--- src/rtl/dec_scan_nto2n_if.sv ---
// Bus bundle for dec_scan_nto2n.
//   master (driver side): en, mode, a, blank out; y, idx, tick in
//   slave  (decoder side): the mirror image
// Signals:
//   en     1      decode/scan enable; 0 blanks y and holds state
//   mode   1      0 = direct decode of a, 1 = auto-scan
//   a      SEL_W  direct-mode select index
//   blank  OUT_N  per-output force-inactive mask
//   y      OUT_N  registered one-hot output (polarity per ACTIVE_LOW)
//   idx    SEL_W  registered currently selected index
//   tick   1      one-cycle pulse on each scan step
interface dec_scan_nto2n_if #(
    parameter int SEL_W = 3,
    parameter int OUT_N = 8
);
    logic             en;
    logic             mode;
    logic [SEL_W-1:0] a;
    logic [OUT_N-1:0] blank;
    logic [OUT_N-1:0] y;
    logic [SEL_W-1:0] idx;
    logic             tick;

    modport master (
        output en, mode, a, blank,
        input  y, idx, tick
    );

    modport slave (
        input  en, mode, a, blank,
        output y, idx, tick
    );
endinterface

--- src/rtl/dec_scan_nto2n.sv ---
// Registered SEL_W-to-OUT_N one-hot decoder with enable, per-output
// blanking and an auto-scan mode driven by a prescaled step counter.
// Ports:
//   clk   clock, all state changes on the rising edge
//   rst   synchronous active-high reset, highest priority
//   bus   dec_scan_nto2n_if.slave: en, mode, a, blank in; y, idx, tick out
module dec_scan_nto2n #(
    parameter int SEL_W      = 3,
    parameter int OUT_N      = 8,
    parameter int PRESCALE   = 4,
    parameter bit ACTIVE_LOW = 1'b0
) (
    input  logic                   clk,
    input  logic                   rst,
    dec_scan_nto2n_if.slave        bus
);
    localparam int PRE_W = (PRESCALE > 1) ? $clog2(PRESCALE) : 1;
    localparam logic [PRE_W-1:0] PRE_LAST = PRE_W'(PRESCALE - 1);
    localparam logic [SEL_W-1:0] IDX_LAST = SEL_W'(OUT_N - 1);
    localparam logic [OUT_N-1:0] Y_IDLE   = ACTIVE_LOW ? {OUT_N{1'b1}} : {OUT_N{1'b0}};

    logic [SEL_W-1:0] idx_q, idx_d;
    logic [PRE_W-1:0] pre_q, pre_d;
    logic             mode_q, mode_d;
    logic [OUT_N-1:0] y_q, y_d;
    logic             tick_q, tick_d;
    logic [OUT_N-1:0] dec;

    // Every enabled branch drives y with onehot(new idx), so the decoder
    // only needs to look at idx_d. An idx >= OUT_N matches no bit.
    generate
        for (genvar gi = 0; gi < OUT_N; gi++) begin : g_dec
            assign dec[gi] = (idx_d == SEL_W'(gi)) && !bus.blank[gi];
        end
    endgenerate

    always_comb begin
        idx_d  = idx_q;
        pre_d  = pre_q;
        mode_d = mode_q;
        tick_d = 1'b0;
        if (bus.en) begin
            mode_d = bus.mode;
            if (!bus.mode) begin
                idx_d = bus.a;
                pre_d = '0;
            end else if (!mode_q) begin
                // Scan entry always restarts at index 0.
                idx_d = '0;
                pre_d = '0;
            end else if (pre_q == PRE_LAST) begin
                pre_d  = '0;
                tick_d = 1'b1;
                idx_d  = (idx_q == IDX_LAST) ? '0 : idx_q + SEL_W'(1);
            end else begin
                pre_d = pre_q + PRE_W'(1);
            end
        end
    end

    // Polarity inversion goes after blanking so blanked bits read inactive.
    always_comb begin
        y_d = Y_IDLE;
        if (bus.en) begin
            y_d = ACTIVE_LOW ? ~dec : dec;
        end
    end

    always_ff @(posedge clk) begin
        if (rst) begin
            idx_q  <= '0;
            pre_q  <= '0;
            mode_q <= 1'b0;
            y_q    <= Y_IDLE;
            tick_q <= 1'b0;
        end else begin
            idx_q  <= idx_d;
            pre_q  <= pre_d;
            mode_q <= mode_d;
            y_q    <= y_d;
            tick_q <= tick_d;
        end
    end

    assign bus.y    = y_q;
    assign bus.idx  = idx_q;
    assign bus.tick = tick_q;
endmodule

--- src/flat_wrapper.sv ---
// flat-port wrapper written by rule: the top's interface ports become plain ports
module dec_scan_nto2n_flat 
#(
    parameter int SEL_W      = 3,
    parameter int OUT_N      = 8,
    parameter int PRESCALE   = 4,
    parameter bit ACTIVE_LOW = 1'b0
)
  (clk, rst, bus_en, bus_mode, bus_a, bus_blank, bus_y, bus_idx, bus_tick);
  dec_scan_nto2n_if #(.SEL_W(SEL_W), .OUT_N(OUT_N)) bus_i ();
  input  logic clk;
  input  logic rst;
  input wire logic [$bits(bus_i.en)-1:0] bus_en;
  input wire logic [$bits(bus_i.mode)-1:0] bus_mode;
  input wire logic [$bits(bus_i.a)-1:0] bus_a;
  input wire logic [$bits(bus_i.blank)-1:0] bus_blank;
  output wire logic [$bits(bus_i.y)-1:0] bus_y;
  output wire logic [$bits(bus_i.idx)-1:0] bus_idx;
  output wire logic [$bits(bus_i.tick)-1:0] bus_tick;
  assign bus_i.en = bus_en;
  assign bus_i.mode = bus_mode;
  assign bus_i.a = bus_a;
  assign bus_i.blank = bus_blank;
  assign bus_y = bus_i.y;
  assign bus_idx = bus_i.idx;
  assign bus_tick = bus_i.tick;
  dec_scan_nto2n #(.SEL_W(SEL_W), .OUT_N(OUT_N), .PRESCALE(PRESCALE), .ACTIVE_LOW(ACTIVE_LOW)) u_core (.clk(clk), .rst(rst), .bus(bus_i));
endmodule
--- config.mk ---
export PLATFORM = sky130hd
export DESIGN_NAME = dec_scan_nto2n_flat
export DESIGN_NICKNAME = d
export VERILOG_FILES = /design/src/rtl/dec_scan_nto2n_if.sv /design/src/rtl/dec_scan_nto2n.sv /design/src/flat_wrapper.sv
export SDC_FILE = /design/constraint.sdc
export NUM_CORES = 1
export LEC_CHECK = 0
export CAP_MARGIN = 40
export CORE_AREA = 5 5 42 44
export CTS_CLUSTER_DIAMETER = 40
export DETAILED_ROUTE_END_ITERATION = 6
export DIE_AREA = 0 0 47 49
export DONT_BUFFER_PORTS = 1
export PLACE_DENSITY_LB_ADDON = 0.1
export SETUP_SLACK_MARGIN = 0.02
export SYNTH_ARGS = -nofsm -noshare
export SYNTH_HDL_FRONTEND = slang
export SYNTH_SLANG_ARGS = --single-unit
--- constraint.sdc ---
create_clock -name clk -period 1.5 [get_ports clk]
set_input_delay 0.15 -clock clk [delete_from_list [all_inputs] [get_ports clk]]
set_output_delay 0.15 -clock clk [all_outputs]
set_load 0.01 [all_outputs]
==> out/qor.csv <==
stage,metric,value,unit
synthesis,synth.avg_cell_area,10.59,sq um
sta,rsz0062_at_grt,true,
die,start_util,43.84,%
worst_setup_path,path_cells,"ha_4, mux2i_1, a2bb2oi_2, or3_4, nor4_1",
run_status,status,finished with violations,
global_routing,track_usage,13.97,%
synthesis,netlist_area,614.3,sq um
worst_setup_path,cpPeakStageDelay,0.36,ns
global_routing,grt_pass1_vias,544,
sta,setup_violations,0,
die,coreArea,1401,sq um
placed_design,gp_congestion,0.7585,
worst_setup_path,worstSetupStartpointType,flip-flop,
placed_design,numPortBuffers,0,
global_routing,grt_pass1_wl,2.339,mm
worst_setup_path,crit_family,simple AND/OR/NAND/NOR gates,
detailed_routing,met1_length,632,um
synthesis,ys_types,23,
detailed_routing,wl_met3,148,um
worst_setup_path,cp_data_required_time,1.71,ns
sta,fin_crit,1.482,ns
detailed_routing,antenna_left,0,
worst_setup_path,crit_type,reg -> reg,
placed_design,dp_hpwl,1.006,mm
placed_design,placed_cell_area,653.1,sq um
detailed_routing,top_layer,met4,
clock_network,cts_buffers,3,
worst_setup_path,crit_buf_inv,0,
detailed_routing,wire_per_inst,16.45,um
sta,max_freq,674.8,MHz
final_layout,register_area,305.3,sq um
synthesis,synth_seq_cells,15,
synthesis,syn_inst,58,
final_layout,drive_above_1_share,37.66,%
min_path,holdCritPathClass,in -> reg,
placed_design,dp.cells,77,
detailed_routing,dr.pass1.iters,2,
global_routing,grt_max_degree,12,
power_and_ir_drop,power_density,845.8,nW/um^2
die,die-area,2303,sq um
synthesis,synth_nets,76,
clock_network,clk_latency,0.30,ns
clock_network,clk_pin_slew_worst_paths,0.11,ns
synthesis,yosys_warnings,0,
die,die_h,49,um
sta,worstMarginPinSlew,0.3404,ns
clock_network,clock-sinks,15,
detailed_routing,num_vias,523,
sta,max_slew_margin,77.31,%
sta,hold_viol_final,1,
detailed_routing,drc,0,
synthesis,synth_area_leader_cell,dfxtp_1,
synthesis,ys_seq_area_share,48.88,%
global_routing,grt_overflow,0,
synthesis,synth_area_leaders,"dfxtp_1, nor4_1, ha_1",
detailed_routing,drt_first_iter_violations,2,
job,max_cap_violations,0,
final_layout,final_core_util,64.02,%
run_status,violations,negative hold slack,
final_layout,fin_nets,96,
sta,holdWs,-0.001042,ns
clock_network,cts-htree-levels,1,
detailed_routing,route.met2.wl,733,um
clock_network,clk_path_buf_depth,2,
final_layout,syn_to_final_growth,46.03,%
sta,fin_tns_setup,0,ns
clock_network,root_buffer,clkbuf_4,
final_layout,stdcell_count,93,
final_layout,fill_cells,106,
worst_setup_path,worstPathArrival,1.69,ns
sta,slew_viol_final,0,
worst_setup_path,cp-end-kind,flip-flop,
die,rows,14,
power_and_ir_drop,p_leak,0.3131,nW
detailed_routing,routed_via_density,5.624,
synthesis,synth_top_area_share,48.88,%
detailed_routing,wl,1.530,mm
worst_setup_path,crit_path_top_delay_cell,dfxtp_2,
sta,skew,0.01754,ns
final_layout,fin_area,897.1,sq um
final_layout,multiInputGateArea,371.6,sq um
worst_setup_path,cp_max_fo,4,
power_and_ir_drop,ir_worst_vdd,0.4960,mV
clock_network,tritoncts,built,
sta,finalCritPeriodShare,98.79,%
global_routing,antenna_found_initial,0,
die,fp.dieW,47,um
final_layout,diodes,0,
die,ioPinCount,27,
[final timing paths]
check	slack [ns]	start	endpoint	cells after the start
setup / recovery	0.02	u_core.bus.idx[0]	u_core.bus.y[6]	5
hold / removal	-0.001	bus_en	u_core.mode_q	2
setup reg to reg	0.02	u_core.bus.idx[0]	u_core.bus.y[6]	5
hold reg to reg	0.49	u_core.pre_q[1]	u_core.pre_q[1]	2
[synth_stat cells, drive strengths merged]
library cell	number
o32ai	1
nor3	1
clkbuf	1
o2bb2ai	1
a22o	2
o21ai	1
a22oi	2
buf	1
a211oi	1
mux2i	2
nor4	9
a2bb2oi	1
nand2	2
nand4	1
nor2	5
inv	4
dfxtp	15
a21oi	2
or3	1
ha	3
nand3	1
nand3b	1
[kinds of logic (layout without fill, tap and decap cells)]
family	Yosys count	count (layout)	share of synthesized area, %
AOI/OAI and AO/OA	11	11	16.29
adders and majority gates	3	3	6.111
buffers and inverters	6	25	5.499
DFF	15	15	48.88
muxes	2	2	3.259
and+or+nand+nor	21	21	19.96
[through the flow]
stage	power [mW]	worst slack (ns)
after floorplan	0.4728	0.03735
after global placement	0.4793	-0.1301
after detailed placement	0.4795	-0.08299
after CTS	0.7523	-0.01740
after global routing	0.7963	-0.1049
final	0.7588	0.01819
[area by class of cell]
cell class	count	area share, %
Sequential cell	15	34.03
Tap cell	16	2.232
Timing Repair Buffer	17	17.29
Multi-Input combinational cell	37	41.42
Clock inverter	1	0.8368
Clock buffer	3	2.510
Inverter	4	1.674
[repair_timing]
action	in CTS	in global routing
gates resized for setup	10	8
endpoints found under the setup margin	7	8
hold endpoints to repair	15	1
setup buffers	0	1
pin swaps	4	5
hold buffers	10	1
[layout by cell type, fill, tap and decap left out, types with 2 or more instances in the layout]
| master | n |
|---|---|
| buf_4 | 6 |
| nor4_2 | 3 |
| a22oi_2 | 2 |
| nor2_1 | 5 |
| dfxtp_2 | 4 |
| ha_4 | 3 |
| dfxtp_1 | 11 |
| inv_1 | 4 |
| nand2_1 | 2 |
| nor4_1 | 6 |
| clkbuf_4 | 3 |
| dlygate4sd3_1 | 11 |
| mux2i_1 | 2 |
| a21oi_1 | 2 |
[power breakdown]
part	switching, mW	total [mW]	internal, mW
Clock	0.145	0.247	0.101
Combinational	0.0461	0.0963	0.0502
Sequential	0.00878	0.416	0.407
[flip-flops by register name, summed over array words and instances, names as in the netlist]
name	cells
u_core.bus.y	8
u_core.bus.idx	3
u_core.pre_q	2
u_core.bus.tick	1
u_core.mode_q	1
[routing by layer]
layer	vias up	track usage, %
met2	21	21.04
met5	-	0
met4	0	6.912
li1	260	-
met1	240	16.15
met3	2	6.273
Power figures use the tool's default switching activity.
